--- src/rtl/inst_decode.sv ---
// inst_decode: ID stage -- register file, field decode into ID/EX, branch resolution and wrong-path squash.
// Ports:
//   clk, rst (async, active-low)
//   if_id_instr, if_id_NPC           instruction and PC+1 from fetch
//   wb_en, wb_addr, wb_data          register-file write port (bypassed to same-cycle reads)
//   PCSrc, Ex_NPC                    registered redirect request and target back to fetch
//   id_ex_*                          ID/EX pipeline register contents
module inst_decode #(
    parameter int FLUSH_CYCLES = 2,
    parameter int PC_W = 10
) (
    input  logic            clk,
    input  logic            rst,
    input  logic [31:0]     if_id_instr,
    input  logic [PC_W-1:0] if_id_NPC,
    input  logic            wb_en,
    input  logic [4:0]      wb_addr,
    input  logic [31:0]     wb_data,
    output logic            PCSrc,
    output logic [PC_W-1:0] Ex_NPC,
    output logic            id_ex_valid,
    output logic [5:0]      id_ex_opcode,
    output logic [5:0]      id_ex_funct,
    output logic [31:0]     id_ex_rs_val,
    output logic [31:0]     id_ex_rt_val,
    output logic [31:0]     id_ex_imm,
    output logic [4:0]      id_ex_rd,
    output logic [PC_W-1:0] id_ex_NPC,
    output logic            id_ex_illegal
);
    logic [31:0]     regs [32];
    logic [1:0]      flush_cnt;
    logic [5:0]      opcode;
    logic [4:0]      rs, rt, rd, dest;
    logic [31:0]     rs_val, rt_val, imm;
    logic            live, illegal, taken;
    logic [PC_W-1:0] offset, target;

    always_comb begin
        opcode  = if_id_instr[31:26];
        rs      = if_id_instr[25:21];
        rt      = if_id_instr[20:16];
        rd      = if_id_instr[15:11];
        imm     = {{16{if_id_instr[15]}}, if_id_instr[15:0]};
        // r0 is forced to zero here so bypass from a write to r0 can never leak through
        rs_val  = (rs == 5'd0) ? 32'd0 : (wb_en && wb_addr == rs) ? wb_data : regs[rs];
        rt_val  = (rt == 5'd0) ? 32'd0 : (wb_en && wb_addr == rt) ? wb_data : regs[rt];
        live    = (flush_cnt == 2'd0);
        illegal = (opcode > 6'd6);
        dest    = (opcode == 6'd0) ? rd : (opcode == 6'd1 || opcode == 6'd2) ? rt : 5'd0;
        taken   = live && ((opcode == 6'd4 && rs_val == 32'd0) ||
                           (opcode == 6'd5 && rs_val != 32'd0) ||
                           (opcode == 6'd6));
        // the same low 10 bits serve as branch offset and absolute jump target
        offset  = PC_W'(if_id_instr[9:0]);
        target  = (opcode == 6'd6) ? offset : if_id_NPC + offset;
    end

    always_ff @(posedge clk or negedge rst) begin
        if (!rst) begin
            for (int i = 0; i < 32; i++) regs[i] <= '0;
        end else if (wb_en && wb_addr != 5'd0) begin
            regs[wb_addr] <= wb_data;
        end
    end

    always_ff @(posedge clk or negedge rst) begin
        if (!rst) begin
            flush_cnt     <= '0;
            PCSrc         <= 1'b0;
            Ex_NPC        <= '0;
            id_ex_valid   <= 1'b0;
            id_ex_opcode  <= '0;
            id_ex_funct   <= '0;
            id_ex_rs_val  <= '0;
            id_ex_rt_val  <= '0;
            id_ex_imm     <= '0;
            id_ex_rd      <= '0;
            id_ex_NPC     <= '0;
            id_ex_illegal <= 1'b0;
        end else begin
            PCSrc         <= taken;
            if (taken) Ex_NPC <= target;
            flush_cnt     <= taken ? 2'(FLUSH_CYCLES) : (flush_cnt != 2'd0) ? flush_cnt - 2'd1 : flush_cnt;
            id_ex_valid   <= live;
            id_ex_opcode  <= opcode;
            id_ex_funct   <= if_id_instr[5:0];
            id_ex_rs_val  <= rs_val;
            id_ex_rt_val  <= rt_val;
            id_ex_imm     <= imm;
            id_ex_rd      <= live ? dest : 5'd0;
            id_ex_NPC     <= if_id_NPC;
            id_ex_illegal <= live && illegal;
        end
    end
endmodule

--- config.mk ---
export PLATFORM = sky130hd
export DESIGN_NAME = inst_decode
export DESIGN_NICKNAME = d
export VERILOG_FILES = /design/src/rtl/inst_decode.sv
export SDC_FILE = /design/constraint.sdc
export NUM_CORES = 2
export LEC_CHECK = 0
export BUFFER_PORTS_ARGS = -buffer_cell sky130_fd_sc_hd__buf_2
export CELL_PAD_IN_SITES_DETAIL_PLACEMENT = 0
export CELL_PAD_IN_SITES_GLOBAL_PLACEMENT = 2
export CORE_MARGIN = 10
export CORE_UTILIZATION = 42
export CTS_CLUSTER_SIZE = 10
export DETAILED_ROUTE_END_ITERATION = 16
export MAX_ROUTING_LAYER = met4
export PLACE_DENSITY = 0.84
export SETUP_SLACK_MARGIN = 0.05
export SLEW_MARGIN = 5
export SYNTH_ARGS = -nofsm -noshare
export SYNTH_HDL_FRONTEND = slang
export SYNTH_SLANG_ARGS = --single-unit
--- constraint.sdc ---
create_clock -name clk -period 3.1 [get_ports clk]
set_input_delay 0.465 -clock clk [delete_from_list [all_inputs] [get_ports clk]]
set_output_delay 0.465 -clock clk [all_outputs]
set_load 0.05 [all_outputs]
==> results by group <==
Power
  • LEAKAGE: 33.6 nW
  • Maximum VDD drop: 0.000477 V
  • Power Density: 647 mW/mm2

Layout
  • Syn-to-layout area delta: 24.8%
  • Share of layout cells above drive strength 1: 0.597
  • Final design area excluding fillers: 0.0738 mm2
  • Final non-filler cell total: 6766
  • Fillers: 11541
  • Multi-input logic area: 0.0289 mm2
  • Layout Nets: 4918
  • FF+latch area: 0.0285 mm2

Drt
  • Vias per inst: 6.14
  • Drt pass-1 iters: 5
  • DRT Wirelength: 210 mm
  • DR WL/cell: 31.1 um
  • Drt drc: 0
  • Post-DRT Antenna Nets: 0
  • Total number of vias: 41560
  • Number of DRC markers in iteration 0: 4350

Critical path
  • Critical path class: reg -> reg
  • Reg-to-Reg Start: regs[150]
  • Critical Path AT: 4290 ps
  • Worst path top cell family by delay: multiplexers
  • Critical Path Sink Type: register
  • Crit path required time: 3750 ps
  • Crit-path cells: mux4_2, mux4_2, a221oi_4, buf_4, nor4bb_1, and4_4, a41oi_4, buf_6, xnor2_4, nand4_1, buf_12, mux2_4
  • Stages on worst setup path: 12
  • Worst path most repeated cell: mux4_2
  • CP startpoint kind: register
  • Critical Path Max Stage Delay: 520 ps
  • Worst Path Max Fanout: 11
  • Buf/Inv on CP: 3
  • FF-to-FF path depth: 12
  • CP startpoint: regs[150]
  • Slowest cell on crit path: mux4_2

Floorplanning
  • Initial Util: 0.423
  • I/O pins: 218
  • Site row count: 137
  • Die area: 0.156 mm2
  • Chip Width: 395 um
  • Core area: 0.140 mm2
  • Die Y: 395 um

STA
  • Final Setup Violations: 13
  • Max Freq: 274 MHz
  • Minimum clock period after layout: 3640 ps
  • Fin. max-slew vios: 0
  • Period utilization: 1.18
  • Worst slew margin: 0.375
  • Least-Margin Pin Slew: 932 ps
  • Final hold vios: 0
  • RSZ-0062 raised after global routing: true
  • Clock skew: 26.3 ps
  • Final worst slack: -543 ps

Place
  • Placed cells: 6519
  • Final weighted congestion in routability-driven placement: 0.908
  • Detailed placement HPWL: 137 mm
  • Post-DP Area: 0.0690 mm2
  • Port buffer count: 217

Synth
  • Synth top cells by count: dfrtp_1, mux2_2, mux4_2, clkbuf_1, mux2i_1
  • Post-Syn Nets: 4016
  • Dominant synthesized flop cell: dfrtp_1
  • Count leader, synth: dfrtp_1
  • Largest cells by area after synthesis: dfrtp_1, mux2_2, mux4_2, mux2i_1, clkbuf_1
  • Synth warn: 0
  • Async set or reset register ratio after synthesis: 1.00
  • Synthesized area: 0.0591 mm2
  • Area share of the leading cell type in the synthesized netlist: 0.483
  • Syn Inst Count: 3923
  • Syn_area_per_cell: 15.1 um2
  • Post-synthesis sequential area ratio: 0.483
  • Post-synthesis cell type count: 73
  • Yosys reg bits: 1140
  • Number of synthesized flops with an enable pin: 0
  • Area leader, netlist: dfrtp_1

Global route
  • First-pass GRT wire length: 307 mm
  • Largest net degree at the start of global routing: 85
  • Total GRT Usage: 0.273
  • Grt ovf: 0
  • Initial antenna violation count: 9
  • Vias in the first global route: 43140

Clock network
  • Worst-path clk slew: 60 ps
  • CTS sink cnt: 1140
  • CTS tree: done
  • Later-pin clock latency in the skew report: 780 ps
  • CTS buffer count: 139
  • Root Buffer: clkbuf_16
  • H-tree Lvls: 4
  • Max clock buf depth: 3

Worst hold path
  • Hold path depth: 2
  • Worst Hold Launch: wb_data[6]
  • Worst hold path class: in -> reg

Status
  • Failing checks: negative setup slack
  • Status: finished with violations

Run
  • Max-cap violations: 0
[path summary, 6_finish.rpt]
| check | end | slack [ps] |
|---|---|---|
| worst max-delay path | Ex_NPC[2] | -540 |
| worst min-delay path | regs[102] | 110 |
| worst max register to register | Ex_NPC[2] | -540 |
| worst min register to register | regs[992] | 400 |
| max in group asynchronous | id_ex_rt_val[30] | 1770 |
| min in group asynchronous | regs[379] | 340 |
[cell families after synthesis]
logic type	share of synthesized area
simple gates	0.0200
flops	0.483
mux	0.422
xor+xnor	0.00296
compound gates	0.0348
fa+ha+maj	0.00246
buf+inv	0.0350
[routing by layer]
layer | vias up | GRT usage | wire length, um
met2 | 2088 | 0.398 | 94100
met4 | 0 | 0.106 | 8930
met5 | - | - | 0
li1 | 16799 | - | -
met1 | 22191 | 0.367 | 86700
met3 | 482 | 0.0676 | 20500
[where the power goes]
group	internal (W)	leakage [nW]	switching [W]
Sequential	0.0177	14.6	0.00182
Combinational	0.00714	17.0	0.00562
Clock	0.00905	2.02	0.00634
[cell type report]
| type | instances | area share |
|---|---|---|
| Antenna cell | 5 | 0.000170 |
| Clock buffer | 190 | 0.0543 |
| Clock inverter | 11 | 0.00200 |
| Inverter | 18 | 0.000916 |
| Multi-Input combinational cell | 2319 | 0.392 |
| Sequential cell | 1140 | 0.387 |
| Tap cell | 1876 | 0.0318 |
| Timing Repair Buffer | 1207 | 0.133 |
[per-stage QoR]
step / util / hold WS [ps] / worst slack (ps) / total power [W] / setup TNS [ps]
2_1_floorplan: - / 169 / -316 / 0.0268 / -3090
3_3_place_gp: 0.494 / 377 / -1700 / 0.0319 / -21220
3_5_place_dp: 0.494 / 387 / -1740 / 0.0323 / -21760
4_1_cts: 0.527 / 75.4 / -613 / 0.0478 / -7040
5_1_grt: 0.528 / 102 / -601 / 0.0496 / -7130
6_report: 0.528 / 113 / -543 / 0.0477 / -6410
[placed cells by master, fill, tap and decap left out, drive strengths merged, types with 6 or more instances in the layout]
cell type,count
a221oi,16
xor2,8
nor3,12
mux2,1010
nand3,28
a21oi,45
buf,1173
mux4,491
a22o,9
dfrtp,1140
o22ai,8
ha,10
nor2b,8
nor3b,6
a221o,6
clkbuf,190
o21ai,39
nand2,70
xnor2,12
a32oi,6
a211oi,44
a22oi,71
inv,20
mux2i,246
dlygate4sd3,34
nor2,89
[state kept, by name, indices dropped and copies added (netlist names), 5 cells and up]
signal        flops
regs           1024
id_ex_imm        16
id_ex_rt_val     32
id_ex_NPC        10
id_ex_opcode      6
Ex_NPC           10
id_ex_rd          5
id_ex_rs_val     32
[worst reg2reg max path, delay by kind of cell, from the launching register on]
kind                   cells  cell delay, ps
AND/OR/NAND/NOR            3             680
flip-flops                 1             390
multiplexers               3            1280
AO/OA/AOI/OAI              2             470
buffers and inverters      3             550
XOR/XNOR                   1             150
[repair_timing]
action	CTS	global route
endpoints found under the setup margin	13	13
gates resized for setup	14	16
hold endpoints to repair	67	0
hold buffers	34	0
pin swaps	5	5
cloned	0	0
setup buffers	3	4
No activity file was read; power rests on OpenSTA's default activity.
